==> src/rtl/ascon_ctrl_pkg.sv <==
// Shared definitions for the Ascon encryption sequencer: FSM state
// encoding, the last round-constant index and default round counts.
package ascon_ctrl_pkg;

  localparam int ROUND_LAST       = 11;
  localparam int ROUNDS_A_DEFAULT = 12;
  localparam int ROUNDS_B_DEFAULT = 6;

  typedef enum logic [3:0] {
    IDLE    = 4'd0,
    INIT    = 4'd1,
    PA_INIT = 4'd2,
    WAIT_AD = 4'd3,
    PB_AD   = 4'd4,
    WAIT_PT = 4'd5,
    PB_PT   = 4'd6,
    FINAL   = 4'd7,
    END     = 4'd8
  } ctrl_state_t;

  // First round-constant index for a permutation of the given length,
  // so that every permutation finishes on ROUND_LAST.
  function automatic logic [3:0] round_start(input int rounds);
    return 4'(ROUND_LAST + 1 - rounds);
  endfunction

endpackage

==> src/rtl/ascon_round_counter.sv <==
// Round-constant counter: loads a start index, steps by one while enabled
// and stops at ROUND_LAST, which it flags on last_o.
module ascon_round_counter
  import ascon_ctrl_pkg::*;
(
  input  logic       clock_i,
  input  logic       reset_i,
  input  logic       load_i,
  input  logic [3:0] start_val_i,
  input  logic       en_i,
  output logic [3:0] count_o,
  output logic       last_o
);

  assign last_o = (count_o == 4'(ROUND_LAST));

  // Load has priority over stepping; the count never runs past the last round.
  always_ff @(posedge clock_i or posedge reset_i) begin
    if (reset_i) begin
      count_o <= '0;
    end else if (load_i) begin
      count_o <= start_val_i;
    end else if (en_i && !last_o) begin
      count_o <= count_o + 4'd1;
    end
  end

endmodule

==> src/rtl/ascon_ctrl_seq.sv <==
// Ascon encryption control sequencer: drives the permutation, XOR and
// output enables through init, AD blocks, PT blocks and finalisation.
// Optional feature: define ASCON_CTRL_ABORT_EN to add abort_i, which
// returns the FSM to IDLE on the next edge without an end_o pulse.
//
// Handshake: data_ready_o is high in WAIT_AD/WAIT_PT (decoded from state
// only); a block transfers on any rising edge where data_ready_o and
// data_valid_i are both 1, otherwise the FSM holds in the wait state.
module ascon_ctrl_seq
  import ascon_ctrl_pkg::*;
#(
  parameter int ROUNDS_A = ROUNDS_A_DEFAULT,
  parameter int ROUNDS_B = ROUNDS_B_DEFAULT,
  parameter int NB_AD    = 1,
  parameter int NB_PT    = 3
) (
  input  logic       clock_i,
  input  logic       reset_i,
  input  logic       start_i,
  input  logic       data_valid_i,
`ifdef ASCON_CTRL_ABORT_EN
  input  logic       abort_i,
`endif
  output logic       data_ready_o,
  output logic [3:0] round_o,
  output logic [3:0] block_idx_o,
  output logic       init_o,
  output logic       en_perm_o,
  output logic       en_xor_data_o,
  output logic       en_xor_key_b_o,
  output logic       en_xor_key_e_o,
  output logic       en_xor_lsb_o,
  output logic       en_cipher_o,
  output logic       en_tag_o,
  output logic       busy_o,
  output logic       end_o,
  output logic [3:0] state_o
);

  localparam logic [3:0] START_A = round_start(ROUNDS_A);
  localparam logic [3:0] START_B = round_start(ROUNDS_B);
  localparam logic [3:0] LAST_AD = 4'(NB_AD - 1);
  localparam logic [3:0] LAST_PT = 4'(NB_PT - 1);

  ctrl_state_t state, nxt_state;
  logic [3:0]  block_idx, nxt_bidx;
  logic        cnt_load, cnt_en, cnt_last;
  logic [3:0]  cnt_start, cnt_count, nxt_round;
  logic        nxt_last, nxt_entry;

  ascon_round_counter u_round_counter (
    .clock_i     (clock_i),
    .reset_i     (reset_i),
    .load_i      (cnt_load),
    .start_val_i (cnt_start),
    .en_i        (cnt_en),
    .count_o     (cnt_count),
    .last_o      (cnt_last)
  );

  assign round_o      = cnt_count;
  assign block_idx_o  = block_idx;
  assign state_o      = state;
  assign data_ready_o = (state == WAIT_AD) || (state == WAIT_PT);

  // Next state, counter control and block index, plus a look-ahead of the
  // round index so the enables can be registered for the coming cycle.
  always_comb begin
    nxt_state = state;
    nxt_bidx  = block_idx;
    cnt_load  = 1'b0;
    cnt_start = START_A;
    cnt_en    = 1'b0;
    case (state)
      IDLE:    if (start_i) nxt_state = INIT;
      INIT: begin
        nxt_state = PA_INIT;
        cnt_load  = 1'b1;
      end
      PA_INIT: begin
        if (cnt_last) begin
          nxt_state = WAIT_AD;
          nxt_bidx  = '0;
        end else begin
          cnt_en = 1'b1;
        end
      end
      WAIT_AD: begin
        if (data_valid_i) begin
          nxt_state = PB_AD;
          cnt_load  = 1'b1;
          cnt_start = START_B;
        end
      end
      PB_AD: begin
        if (!cnt_last) begin
          cnt_en = 1'b1;
        end else if (block_idx == LAST_AD) begin
          nxt_state = WAIT_PT;
          nxt_bidx  = '0;
        end else begin
          nxt_state = WAIT_AD;
          nxt_bidx  = block_idx + 4'd1;
        end
      end
      WAIT_PT: begin
        if (data_valid_i) begin
          cnt_load = 1'b1;
          if (block_idx == LAST_PT) begin
            nxt_state = FINAL;
          end else begin
            nxt_state = PB_PT;
            cnt_start = START_B;
          end
        end
      end
      PB_PT: begin
        if (cnt_last) begin
          nxt_state = WAIT_PT;
          nxt_bidx  = block_idx + 4'd1;
        end else begin
          cnt_en = 1'b1;
        end
      end
      FINAL: begin
        if (cnt_last) nxt_state = END;
        else          cnt_en = 1'b1;
      end
      END:     nxt_state = IDLE;
      default: nxt_state = IDLE;
    endcase
`ifdef ASCON_CTRL_ABORT_EN
    if (abort_i) begin
      nxt_state = IDLE;
      nxt_bidx  = '0;
      cnt_load  = 1'b0;
      cnt_en    = 1'b0;
    end
`endif
    nxt_round = cnt_load ? cnt_start : (cnt_en ? cnt_count + 4'd1 : cnt_count);
    nxt_last  = (nxt_round == 4'(ROUND_LAST));
    nxt_entry = (nxt_state != state);
  end

  // State register and registered enables for the cycle being entered.
  always_ff @(posedge clock_i or posedge reset_i) begin
    if (reset_i) begin
      state          <= IDLE;
      block_idx      <= '0;
      init_o         <= 1'b0;
      en_perm_o      <= 1'b0;
      en_xor_data_o  <= 1'b0;
      en_xor_key_b_o <= 1'b0;
      en_xor_key_e_o <= 1'b0;
      en_xor_lsb_o   <= 1'b0;
      en_cipher_o    <= 1'b0;
      en_tag_o       <= 1'b0;
      busy_o         <= 1'b0;
      end_o          <= 1'b0;
    end else begin
      state          <= nxt_state;
      block_idx      <= nxt_bidx;
      init_o         <= (nxt_state == INIT);
      en_perm_o      <= nxt_state inside {PA_INIT, PB_AD, PB_PT, FINAL};
      en_xor_data_o  <= nxt_entry && (nxt_state inside {PB_AD, PB_PT, FINAL});
      en_xor_key_b_o <= nxt_entry && (nxt_state == FINAL);
      en_xor_key_e_o <= nxt_last && (nxt_state inside {PA_INIT, FINAL});
      en_xor_lsb_o   <= nxt_last && (nxt_state == PB_AD) && (nxt_bidx == LAST_AD);
      en_cipher_o    <= nxt_entry && (nxt_state inside {PB_PT, FINAL});
      en_tag_o       <= nxt_last && (nxt_state == FINAL);
      busy_o         <= (nxt_state != IDLE);
      end_o          <= (nxt_state == END);
    end
  end

endmodule

==> config.mk <==
export PLATFORM = sky130hd
export DESIGN_NAME = ascon_ctrl_seq
export DESIGN_NICKNAME = d
export VERILOG_FILES = /design/src/rtl/ascon_ctrl_pkg.sv /design/src/rtl/ascon_round_counter.sv /design/src/rtl/ascon_ctrl_seq.sv
export SDC_FILE = /design/constraint.sdc
export NUM_CORES = 1
export LEC_CHECK = 0
export ABC_CLOCK_PERIOD_IN_PS = 2900
export BUFFER_PORTS_ARGS = -buffer_cell sky130_fd_sc_hd__buf_2
export CORE_MARGIN = 8
export CORE_UTILIZATION = 50
export DETAILED_ROUTE_END_ITERATION = 6
export HOLD_SLACK_MARGIN = 0.02
export PLACE_DENSITY = 0.7
export SKIP_CTS_REPAIR_TIMING = 1
export SYNTH_ARGS = -nofsm -noshare
export SYNTH_HDL_FRONTEND = slang
export SYNTH_SLANG_ARGS = --single-unit
==> constraint.sdc <==
create_clock -name clock_i -period 2.9 [get_ports clock_i]
set_clock_uncertainty 0.05 [all_clocks]
set_input_delay 0.435 -clock clock_i [delete_from_list [all_inputs] [get_ports clock_i]]
set_output_delay 0.435 -clock clock_i [all_outputs]
set_load 0.005 [all_outputs]
==> flow_summary.ini <==
[pwr]
clockPowerShare_pct = 10.0
pwr-share-seq_pct = 31.3
internal-power_mw = 0.887
power_frac_comb_pct = 58.7
vdd.ir_drop.worst_uv = 842
p_sw_mw = 0.771
cellPowerDensity_nw_per_um2 = 1070
swShare_pct = 46.5
finalPower_mw = 1.66
power_leakage_nw = 0.736

[sta]
clock.fmax_ghz = 0.372
drv_slew = 0
final_hold_viol_count = 0
setup_ws_ps = 210
setup-tns-final_ps = 0
rsz0062_at_grt = false
setup_violations = 0
timing.slew.headroom_pct = 46.7
period_minus_slack_ps = 2690
holdWs_ps = 214
finalCritPeriodShare_pct = 92.7
worstMarginPinSlew_ps = 799

[logic_synthesis]
netlist_area_um2 = 1380
synthesis.nets = 154
ys_seq_elements = 22
netlist_instances = 145
syn_avg_cell_area_um2 = 9.49
async_flop_share_pct = 100
ys_types = 52
synthFlopType = dfrtp_1
ys_warn_count = 0
synth.yosys.seq_area_share_pct = 40.0
synth_edf_count = 0

[critical_path]
ff2ff_path_depth = 9
worst_r2r_startpoint = block_idx_o[0]
cp-end-kind = register
critPathMaxStageDelay_ps = 480
reg2reg_slack_ps = 210
cp_top_family = compound AO/OA/AOI/OAI gates
crit_path_top_delay_cell = dfrtp_1
critPathKind = reg -> reg
cp.arrival_ps = 2840
worstReg2RegEnd = en_xor_key_e_o
path_max_fanout = 7
worst-path-buf-inv = 2
crit_required_ps = 3050
critical_path.cell_chain = inv_1 -> ha_1 -> a211o_1 -> a31oi_2 -> inv_2 -> nor3b_2 -> o21bai_2 -> a311o_1 -> a2111oi_2
cp-start-kind = register

[clocking]
clock_sinks = 22
cts_buffers = 3
cts_buffer_depth = 2
ctsHtreeMaxLevel = 1
path_clk_slew_ps = 120
cts_tree = done
clk_latency_ps = 300
cts_root_buf = clkbuf_4

[layout]
instances_no_fill = 202
syn2layout_area_growth_pct = 13.0
final_nets = 181
diodes = 0
final_util_pct = 57.9
seq_area_um2 = 551
drive_above_1_share_pct = 26.3
fin_area_um2 = 1560
fill_cells = 256
multi_input_area_um2 = 726

[detailed_routing]
ant_nets = 0
drc = 0
wl_per_cell_um = 16.1
drt_iter0_markers = 76
wl_met2_um = 1530
firstDrtPassIters = 4
drt_wl_total_um = 3240
route.met3.wl_um = 224
drt-met1-wl_um = 1440
vias = 1206
viasPerCell = 5.97
routed.top_layer = met4

[place]
dp_cells = 198
post-place-ws_ps = 203
portBuffers = 26
place.gp.congestion = 0.874
placed_area_um2 = 1520
hpwl_um = 2490

[global_routing]
grt_pass1_wl_um = 5610
grtUsageTotal_pct = 15.3
antenna_found_initial = 0
grt_max_degree = 23
gr-total-overflow = 0
grt_pass1_vias = 1257

[die]
core-area_um2 = 2690
rows = 19
start_util_pct = 51.2
io_pins = 27
dieWidth_um = 68.5
dieArea_um2 = 4690
die_h_um = 68.5

[job]
maxCapViolations = 0

[min_path]
hold_path.class = in -> async

[status]
status = completed
[metal layers]
layer  up-vias  track usage (%)
met3         6             2.78
met1       574             19.6
met4         0             6.91
met5         -                0
li1        581                -
met2        45             24.5
[cells in the final DEF (no fill, tap or decap), types with 3 or more instances in the layout]
| master | instances |
|---|---|
| nand2b_1 | 5 |
| clkbuf_4 | 3 |
| o21ai_0 | 7 |
| nor2_1 | 13 |
| ha_1 | 5 |
| dfrtp_1 | 22 |
| nand2_1 | 17 |
| nor2b_1 | 3 |
| nor4_1 | 3 |
| buf_2 | 26 |
| inv_1 | 9 |
| buf_4 | 4 |
| nand3_1 | 3 |
| nor3b_1 | 3 |
[worst max path at each step]
stage | start | end | slack (ps) | cells past startpoint
6_report | block_idx_o[0] | en_xor_key_e_o | 210 | 9
4_1_cts | u_round_counter.count_o[0] | en_xor_key_e_o | 180 | 10
2_1_floorplan | block_idx_o[0] | en_xor_key_e_o | 470 | 9
3_5_place_dp | u_round_counter.count_o[0] | en_xor_key_e_o | 200 | 10
3_3_place_gp | u_round_counter.count_o[0] | en_xor_key_e_o | 250 | 9
5_1_grt | block_idx_o[0] | en_xor_lsb_o | 30 | 9
[synthesized netlist by cell type (all sizes together), types with 2 or more instances]
| master | n | area (um2) |
|---|---|---|
| nand2 | 17 | 63.8 |
| dfrtp | 22 | 551 |
| nor4 | 3 | 18.8 |
| o311ai | 2 | 35.0 |
| a22o | 2 | 17.5 |
| ha | 5 | 62.6 |
| a31oi | 3 | 25.0 |
| o21bai | 2 | 18.8 |
| a21o | 2 | 15.0 |
| nand3 | 4 | 25.0 |
| a2111oi | 2 | 30.0 |
| a211o | 2 | 17.5 |
| inv | 11 | 43.8 |
| a21boi | 2 | 15.0 |
| nand4b | 2 | 17.5 |
| nor2 | 13 | 48.8 |
| o211ai | 2 | 20.0 |
| o21ai | 7 | 35.0 |
| a21oi | 2 | 10.0 |
| nor2b | 3 | 18.8 |
| nor3b | 4 | 35.0 |
| a221oi | 2 | 17.5 |
| nand2b | 5 | 31.3 |
| buf | 7 | 53.8 |
[layout make-up]
class                           count  share of cell area [%]
Clock buffer                        4                    2.33
Inverter                           11                    2.82
Multi-Input combinational cell    104                    46.7
Sequential cell                    22                    35.4
Tap cell                           31                    2.49
Timing Repair Buffer               30                    10.3
[cells by family (layout without fill, tap and decap cells)]
kind of cell               count (synthesis)  after routing  share of synthesized area, %
and+or+nand+nor                           58             58                          22.5
DFF                                       22             22                          40.0
adders and majority gates                  5              5                          4.55
buffers and inverters                     19             45                          7.36
xor gates and xnor gates                   2              2                          1.27
AOI/OAI and AO/OA                         39             39                          24.3
[power by group through the flow]
stage	Sequential, mW	Combinational (mW)	Clock, mW
floorplan	0.474	0.765	0
global placement	0.520	0.953	0
detailed placement	0.526	0.964	0
CTS	0.517	0.974	0.172
global route	0.537	1.09	0.182
finish	0.519	0.974	0.165
Note: power is estimated with default switching activity, not from simulation.
